$ cat config.mk
export PLATFORM = sky130hd
export DESIGN_NAME = eth_link_ctrl_10g
export DESIGN_NICKNAME = d
export VERILOG_FILES = /design/src/rtl/eth_link_ctrl_10g.sv
export SDC_FILE = /design/constraint.sdc
export NUM_CORES = 1
export LEC_CHECK = 0
export ABC_AREA = 1
export CORE_MARGIN = 2
export CORE_UTILIZATION = 61
export DETAILED_ROUTE_END_ITERATION = 16
export GPL_ROUTABILITY_DRIVEN = 0
export HOLD_SLACK_MARGIN = 0.03
export PLACE_DENSITY = 0.86
export SYNTH_ARGS = -nofsm -noshare
export SYNTH_HDL_FRONTEND = slang
export SYNTH_SLANG_ARGS = --single-unit
$ cat constraint.sdc
create_clock -name clk -period 3.56 [get_ports clk]
set_input_delay 0.712 -clock clk [delete_from_list [all_inputs] [get_ports clk]]
set_output_delay 0.712 -clock clk [all_outputs]
set_load 0.02 [all_outputs]
$ cat src/rtl/eth_link_ctrl_10g.sv
// eth_link_ctrl_10g: 10G link bring-up and supervision controller (logic_clk domain).
// Sequences the PHY reset, the MAC enables and the IFG from synchronized PHY status.
// Retries on lock timeout and tears the link down on lock loss or a bad-block burst.
// Keeps saturating link-down and bad-block counters for software.
// Ports: clk, rst (sync, active high); ctrl_enable/ctrl_restart/cfg_ifg_in (control);
//   rx_block_lock/rx_high_ber/rx_status/rx_bad_block (PHY status);
//   phy_reset, cfg_tx_enable, cfg_rx_enable, cfg_ifg (sequenced controls);
//   link_up, ctrl_state, retry_fail, link_down_count, bad_block_count (status).
module eth_link_ctrl_10g #(
    parameter int unsigned RESET_CYCLES     = 64,
    parameter int unsigned LOCK_TIMEOUT     = 1000000,
    parameter int unsigned STABLE_CYCLES    = 1024,
    parameter int unsigned HOLDOFF_CYCLES   = 256,
    parameter int unsigned MAX_RETRIES      = 8,
    parameter int unsigned BAD_BLOCK_LIMIT  = 16,
    parameter int unsigned BAD_BLOCK_WINDOW = 65536,
    parameter int unsigned TIMER_WIDTH      = 24,
    parameter int unsigned CNT_WIDTH        = 16
) (
    input  logic                 clk,
    input  logic                 rst,
    input  logic                 ctrl_enable,
    input  logic                 ctrl_restart,
    input  logic [7:0]           cfg_ifg_in,
    input  logic                 rx_block_lock,
    input  logic                 rx_high_ber,
    input  logic                 rx_status,
    input  logic                 rx_bad_block,
    output logic                 phy_reset,
    output logic                 cfg_tx_enable,
    output logic                 cfg_rx_enable,
    output logic [7:0]           cfg_ifg,
    output logic                 link_up,
    output logic [2:0]           ctrl_state,
    output logic                 retry_fail,
    output logic [CNT_WIDTH-1:0] link_down_count,
    output logic [CNT_WIDTH-1:0] bad_block_count
);

    typedef enum logic [2:0] {
        S_DISABLED  = 3'd0,
        S_PHY_RST   = 3'd1,
        S_WAIT_LOCK = 3'd2,
        S_STABILIZE = 3'd3,
        S_UP        = 3'd4,
        S_HOLDOFF   = 3'd5,
        S_FAILED    = 3'd6
    } state_e;

    localparam int unsigned WIN_W   = (BAD_BLOCK_WINDOW > 1) ? $clog2(BAD_BLOCK_WINDOW) : 1;
    localparam int unsigned BB_W    = $clog2(BAD_BLOCK_LIMIT + 1);
    localparam int unsigned RETRY_W = $clog2(MAX_RETRIES + 1);

    // Timer compares use N-1: the timer is 0 in the first cycle of a state,
    // so each timed state lasts exactly N cycles.
    localparam logic [TIMER_WIDTH-1:0] T_RST  = TIMER_WIDTH'(RESET_CYCLES - 1);
    localparam logic [TIMER_WIDTH-1:0] T_LOCK = TIMER_WIDTH'(LOCK_TIMEOUT - 1);
    localparam logic [TIMER_WIDTH-1:0] T_STAB = TIMER_WIDTH'(STABLE_CYCLES - 1);
    localparam logic [TIMER_WIDTH-1:0] T_HOLD = TIMER_WIDTH'(HOLDOFF_CYCLES - 1);
    localparam logic [WIN_W-1:0]       WIN_LAST  = WIN_W'(BAD_BLOCK_WINDOW - 1);
    localparam logic [BB_W-1:0]        BB_LIM    = BB_W'(BAD_BLOCK_LIMIT);
    localparam logic [RETRY_W-1:0]     RETRY_MAX = RETRY_W'(MAX_RETRIES);
    localparam logic [7:0]             IFG_MIN   = 8'd12;

    state_e                 state_q, state_d;
    logic [TIMER_WIDTH-1:0] timer_q, timer_d;
    logic [RETRY_W-1:0]     retry_q, retry_d;
    logic [WIN_W-1:0]       win_q, win_d;
    logic [BB_W-1:0]        bbw_q, bbw_d;
    logic                   ber_loss_q, ber_loss_d;
    logic                   phy_reset_q, phy_reset_d;
    logic                   enable_q, enable_d;
    logic                   retry_fail_q, retry_fail_d;
    logic [7:0]             cfg_ifg_q, cfg_ifg_d;
    logic [CNT_WIDTH-1:0]   ldc_q, ldc_d;
    logic [CNT_WIDTH-1:0]   bbc_q, bbc_d;

    logic            good;
    logic            enter;
    logic            ldc_inc;
    logic            bbc_inc;
    logic [BB_W-1:0] bb_next;

    assign good = rx_block_lock & ~rx_high_ber & rx_status;

    always_comb begin
        state_d    = state_q;
        enter      = 1'b0;
        retry_d    = retry_q;
        ber_loss_d = ber_loss_q;
        win_d      = win_q;
        bbw_d      = bbw_q;
        ldc_inc    = 1'b0;
        bbc_inc    = (state_q == S_UP) & rx_bad_block;
        // A pulse in the wrap cycle opens the new window with a count of 1.
        bb_next    = (win_q == WIN_LAST) ? BB_W'(rx_bad_block)
                                         : bbw_q + BB_W'(rx_bad_block);

        if (!ctrl_enable) begin
            if (state_q != S_DISABLED) begin
                state_d = S_DISABLED;
                enter   = 1'b1;
            end
        end else if (ctrl_restart && state_q != S_DISABLED) begin
            state_d = S_PHY_RST;
            enter   = 1'b1;
            retry_d = '0;
            ldc_inc = (state_q == S_UP);
        end else begin
            unique case (state_q)
                S_DISABLED: begin
                    state_d = S_PHY_RST;
                    enter   = 1'b1;
                end
                S_PHY_RST: begin
                    if (timer_q == T_RST) begin
                        state_d = S_WAIT_LOCK;
                        enter   = 1'b1;
                    end
                end
                S_WAIT_LOCK: begin
                    if (good) begin
                        state_d = S_STABILIZE;
                        enter   = 1'b1;
                    end else if (timer_q == T_LOCK) begin
                        retry_d = retry_q + RETRY_W'(1);
                        state_d = (retry_d == RETRY_MAX) ? S_FAILED : S_PHY_RST;
                        enter   = 1'b1;
                    end
                end
                S_STABILIZE: begin
                    if (!good) begin
                        state_d = S_WAIT_LOCK;
                        enter   = 1'b1;
                    end else if (timer_q == T_STAB) begin
                        state_d = S_UP;
                        enter   = 1'b1;
                        retry_d = '0;
                    end
                end
                S_UP: begin
                    win_d = (win_q == WIN_LAST) ? '0 : win_q + WIN_W'(1);
                    bbw_d = bb_next;
                    // A bad-block burst needs a full PHY reset, so it wins over lock loss.
                    if (bb_next == BB_LIM) begin
                        state_d    = S_HOLDOFF;
                        enter      = 1'b1;
                        ber_loss_d = 1'b1;
                        ldc_inc    = 1'b1;
                    end else if (!good) begin
                        state_d    = S_HOLDOFF;
                        enter      = 1'b1;
                        ber_loss_d = 1'b0;
                        ldc_inc    = 1'b1;
                    end
                end
                S_HOLDOFF: begin
                    if (timer_q == T_HOLD) begin
                        state_d = ber_loss_q ? S_PHY_RST : S_WAIT_LOCK;
                        enter   = 1'b1;
                    end
                end
                S_FAILED: begin
                end
                default: begin
                    state_d = S_DISABLED;
                    enter   = 1'b1;
                end
            endcase
        end

        // Re-enabling from DISABLED starts a fresh set of lock attempts.
        if (state_d == S_DISABLED) retry_d = '0;
        if (enter && state_d == S_UP) begin
            win_d = '0;
            bbw_d = '0;
        end

        timer_d = enter ? '0 : ((timer_q == '1) ? timer_q : timer_q + TIMER_WIDTH'(1));

        phy_reset_d  = (state_d == S_DISABLED) || (state_d == S_PHY_RST);
        enable_d     = (state_d == S_UP);
        retry_fail_d = (state_d == S_FAILED);
        cfg_ifg_d    = (state_q == S_UP) ? cfg_ifg_q
                     : ((cfg_ifg_in < IFG_MIN) ? IFG_MIN : cfg_ifg_in);
        ldc_d = (ldc_inc && ldc_q != '1) ? ldc_q + CNT_WIDTH'(1) : ldc_q;
        bbc_d = (bbc_inc && bbc_q != '1) ? bbc_q + CNT_WIDTH'(1) : bbc_q;
    end

    always_ff @(posedge clk) begin
        if (rst) begin
            state_q      <= S_DISABLED;
            timer_q      <= '0;
            retry_q      <= '0;
            win_q        <= '0;
            bbw_q        <= '0;
            ber_loss_q   <= 1'b0;
            phy_reset_q  <= 1'b1;
            enable_q     <= 1'b0;
            retry_fail_q <= 1'b0;
            cfg_ifg_q    <= IFG_MIN;
            ldc_q        <= '0;
            bbc_q        <= '0;
        end else begin
            state_q      <= state_d;
            timer_q      <= timer_d;
            retry_q      <= retry_d;
            win_q        <= win_d;
            bbw_q        <= bbw_d;
            ber_loss_q   <= ber_loss_d;
            phy_reset_q  <= phy_reset_d;
            enable_q     <= enable_d;
            retry_fail_q <= retry_fail_d;
            cfg_ifg_q    <= cfg_ifg_d;
            ldc_q        <= ldc_d;
            bbc_q        <= bbc_d;
        end
    end

    assign phy_reset       = phy_reset_q;
    assign cfg_tx_enable   = enable_q;
    assign cfg_rx_enable   = enable_q;
    assign link_up         = enable_q;
    assign cfg_ifg         = cfg_ifg_q;
    assign ctrl_state      = state_q;
    assign retry_fail      = retry_fail_q;
    assign link_down_count = ldc_q;
    assign bad_block_count = bbc_q;

endmodule

Word-level counts from Yosys, hierarchy flattened --
Cells that the tools add are included.
Operators by class: add/subtract/negate cells 6, order comparisons 1, equality and inequality tests 24, multiplexer cells 40, bitwise operators 5, reductions and logical operators 15
Operators by type and width (count):
- 16-bit by 1-bit adder with 16-bit output, second input constant | 3
- 3-bit two-way mux | 12
- 16-bit inequality test, second input constant | 2
- 24-bit by 1-bit adder with 24-bit output, second input constant | 1
- 24-bit by 10-bit equality test with 1-bit output, second input constant | 1
- 24-bit by 20-bit equality test with 1-bit output, second input constant | 1
- 24-bit equality test, second input constant | 1
- 24-bit by 6-bit equality test with 1-bit output, second input constant | 1
- 24-bit by 8-bit equality test with 1-bit output, second input constant | 1
- 3-bit case mux with 7 select lines | 1
- 4-bit two-way mux | 5
- 16-bit equality test, second input constant | 1
- 1-bit two-way mux | 16
- 16-bit two-way mux | 1
- 3-bit equality test, second input constant | 5
- 3-bit inequality test, second input constant | 4
- 8-bit by 4-bit less-than comparator with 1-bit output, second input constant | 1
- 8-bit two-way mux | 1
- 4-bit case mux with 2 select lines | 1
- 3-bit by 1-bit equality test with 1-bit output, second input constant | 2
- 3-bit by 2-bit equality test with 1-bit output, second input constant | 2
- 3-bit logical NOT | 2
- 1-bit case mux with 6 select lines | 1
- 6-bit AND reduction | 1
- 15 further kinds | 24
Storage, ports and cells: flip-flop bits (word level) 96, bits of input ports 16

Depth between registers and ports, before layout --
word-level depth 11, gate-level depth with buffers 16, depth with buffers taken out 15

Least setup slack after synthesis --
OpenSTA, ideal clock, no wires.
path type input to register, start input rx_bad_block, end register win_q[7], arrival 2.207 ns, setup slack 1.234 ns, stages on the path 14, path buffers 1, cell sequence ha_1 ha_1 xor2_1 nor2_1 nand4_1 o21ai_2 nand2_1 nand2_1 nand2_1 nor2_1 nand2_1 nand2_2 buf_6 nor2_2
On the way: word-level cells in the longest chain between the ends 10
RTL lines:
- start, declared | RTL line 28 | input logic rx_bad_block,
- 5-bit by 1-bit adder with 5-bit output | RTL line 97 | : bbw_q + BB_W'(rx_bad_block);
- 5-bit two-way mux (*) | RTL line 96 | bb_next = (win_q == WIN_LAST) ? BB_W'(rx_bad_block)
- 5-bit equality test (*) | RTL line 145 | if (bb_next == BB_LIM) begin
- 3-bit two-way mux | RTL line 145
- 3-bit case mux with 7 select lines | RTL line 110 | unique case (state_q)
- 3-bit two-way mux | RTL line 104 | end else if (ctrl_restart && state_q != S_DISABLED) begin
- 3-bit two-way mux | RTL line 99 | if (!ctrl_enable) begin
- 3-bit equality test | RTL line 174 | if (enter && state_d == S_UP) begin
- 1-bit logical AND (*) | RTL line 174
- 2-bit OR reduction (no line) (*)
- end signal, assigned | RTL line 208 | win_q <= win_d;
- end, declared | RTL line 68 | logic [WIN_W-1:0] win_q, win_d;
Every way passes the cells marked *; elsewhere a longest branch is shown, timed or not. A chain may end at the register's enable or synchronous reset.

Worst setup path in the final report --
start input rx_bad_block, end register win_q[0]
Same word-level chain as after synthesis.

==> impl_metrics.csv <==
group,metric,value,unit
status,status,"finished clean",
route,drc_errors,0,
pwr,power.leakage,2.53,nW
worst_setup_path,crit_slowest_cell,"clkdlybuf4s50_1",
timing,hold_violations,0,
placement,dp_hpwl,9410,um
floorplanning,start_util,0.627,
cts,cts_tree,"done",
timing,setup-violations-final,0,
placement,dp_slack,375,ps
floorplanning,num_io_pins,64,
route,drtAntennaViolNets,0,
synthesis,seq_area_frac_synth,0.351,
floorplanning,dieHeight,98.7,um
timing,skew,14.7,ps
global_route,grt_pass1_vias,5045,
final_layout,final_cell_mix,"nand2_1, nor2_1, inv_1",
worst_setup_path,start_kind,"input pin",
cts,post_cts_buffers,0,
worst_setup_path,critPathMaxStageDelay,460,ps
worst_hold_path,whs_path_depth,2,
timing,fin_crit_sh,0.786,
floorplanning,die-area,9740,um^2
synthesis,synth_cells,798,
timing,holdWs,487,ps
global_route,antenna_found_initial,0,
worst_setup_path,cp.required,3810,ps
cts,cts_buffers,9,
cts,cts_sinks,96,
cts,cts_resized,0,
timing,period_needed,2800,ps
global_route,overflow,0,
global_route,track_usage,0.265,
synthesis,ys_types,44,
timing,tightest_slew,800,ps
synthesis,syn_area_per_cell,6.85,um^2
worst_setup_path,crit_cells,15,
route,viasPerCell,5.47,
timing,final.setup.tns,0,ps
synthesis,syn_nets,821,
final_layout,num-nets-final,882,
route,wire_per_inst,12.9,um
worst_setup_path,cp_max_fo,21,
cts,htree_levels,3,
synthesis,yosysTopAreaCell,"dfxtp_1",
pwr,ir_worst_vdd,237,uV
worst_setup_path,worst_setup_path_end_kind,"flip-flop",
cts,cts_buffer_depth,2,
cts,clockRootBuffer,"clkbuf_8",
route,wl,12600,um
synthesis,synth_warnings,0,
synthesis,synth.top_cells.by_area,"dfxtp_1, nand2_1, nor2_1",
timing,setup_ws,762,ps
run,cap_viol_max_count,0,
route,num_vias,5320,
synthesis,ys_ff_latch,96,
synthesis,yosysTopAreaCellShare,0.351,
synthesis,synth_area,5470,um^2
worst_setup_path,arrival,3040,ps
floorplanning,die_w,98.7,um
timing,final_max_slew_viol_count,0,
timing,slew_headroom,0.466,
route,drt_iter0_markers,273,
final_layout,fill_cells,682,
cts,clk_pin_slew_worst_paths,90,ps
global_route,grt_max_degree,27,
placement,portBuffers,63,
cts,cts_hold_buf,0,
cts,clk_latency,370,ps
final_layout,antenna_cells,0,
worst_setup_path,crit_buf_inv,2,
global_route,grt_pass1_wl,21800,um
worst_setup_path,path_class,"input pin to flip-flop",
final_layout,drive_gt1_frac,0.0972,
floorplanning,core_area,8720,um^2
pwr,power,0.00195,W
worst_setup_path,reg2regPathDepth,8,
floorplanning,rows,34,
worst_hold_path,min_path_type,"flip-flop to flip-flop",
timing,fmax,0.357,GHz
worst_setup_path,cpLargestDelayFamily,"buffers and inverters",
pwr,power.density,305,nW/um^2
worst_setup_path,cp_cell_sequence,"clkdlybuf4s50_1 -> ha_1 -> ha_1 -> xor2_1 -> nor2_1 -> nand4_1 -> o21ai_2 -> nand2_1 -> nand2_1 -> nand2_1 -> nor2_1 -> nand2_1 -> nand2_2 -> buf_4 -> nor2_1",
final_layout,area_growth,16.5,%
route,firstDrtPassIters,5,
final_layout,final_common_cell,"nand2_1",
worst_setup_path,crit_top_cell,"nand2_1",
timing,rsz0062_at_grt,"no",
[where the power goes]
group | switching [W] | leakage (nW) | total (W) | internal (W)
logic | 0.0000603 | 1.65 | 0.000100 | 0.0000399
registers | 0.00000594 | 0.776 | 0.00109 | 0.00108
clock network | 0.000372 | 0.110 | 0.000759 | 0.000387
[stage by stage]
stage                     std cells  utilization  cell area, um^2
after floorplan                 798            -             5470
after global placement          956        0.706             6160
after detailed placement        956        0.706             6160
after CTS                       972        0.731             6370
after global routing            972        0.731             6370
final                           972        0.731             6370
[worst paths after layout]
path | start | endpoint | slack (ps)
worst max register to register | link_down_count[1]$_SDFFE_PP0P_ | link_down_count[0]$_SDFFE_PP0P_ | 1090
worst min register to register | link_down_count[15]$_SDFFE_PP0P_ | link_down_count[15]$_SDFFE_PP0P_ | 490
worst min-delay path | link_down_count[15]$_SDFFE_PP0P_ | link_down_count[15]$_SDFFE_PP0P_ | 490
worst max-delay path | rx_bad_block | win_q[0]$_SDFFE_PP0P_ | 760
[cells by family (layout without fill, tap and decap cells)]
| logic type | Yosys count | in the layout | synth area share |
|---|---|---|---|
| and+or+nand+nor | 436 | 436 | 0.374 |
| buffers and inverters | 122 | 188 | 0.0919 |
| AOI/OAI and AO/OA | 96 | 96 | 0.101 |
| DFF | 96 | 96 | 0.351 |
| xor gates and xnor gates | 41 | 41 | 0.0656 |
| adders and majority gates | 7 | 7 | 0.0160 |
[final cells by class]
cell class / count / area [um^2] / share of cell area
Tap cell: 108 / 135 / 0.0212
Clock buffer: 13 / 169 / 0.0265
Timing Repair Buffer: 67 / 661 / 0.104
Clock inverter: 3 / 47.5 / 0.00746
Multi-Input combinational cell: 580 / 3050 / 0.478
Sequential cell: 96 / 1920 / 0.302
Inverter: 105 / 394 / 0.0618
[synth_stat cells, drive strengths merged]
cell type and count:
a21boi 3, clkbuf 7, o21ai 42, nor3 18
dfxtp 96, and3 4, a22o 2, nor4 11
xor2 29, o221ai 1, a22oi 1, clkinv 1
or2 5, nor2 142, buf 10, o21bai 2
inv 104, a21o 1, xnor2 12, ha 7
a31oi 3, nand4 35, or3 1, nand2 168
a221oi 1, nand3b 3, a21oi 40, nand3 49
[worst reg2reg max path, stage by stage, from the launching register on]
cell and delay, ps:
dfxtp_1 420, ha_1 250, nand2_1 90, nor2_1 320, nand4_1 610, nand3_4 460, nand2_1 90, nand2_1 70
nor2_1 50
[registers in the layout, summed over array words and instances (netlist names)]
register         flops
bbw_q                5
phy_reset            1
ber_loss_q           1
cfg_ifg              8
win_q               16
bad_block_count     16
timer_q             24
ctrl_state           3
retry_q              4
link_down_count     16
retry_fail           1
cfg_rx_enable        1
[layer usage]
layer,track usage,vias up,routed length (um)
met2,0.457,157,6040
met5,0,-,0
met1,0.335,2434,5630
li1,-,2713,-
met4,0.0811,0,176
met3,0.0532,16,736
(Power assumes the default switching activity.)
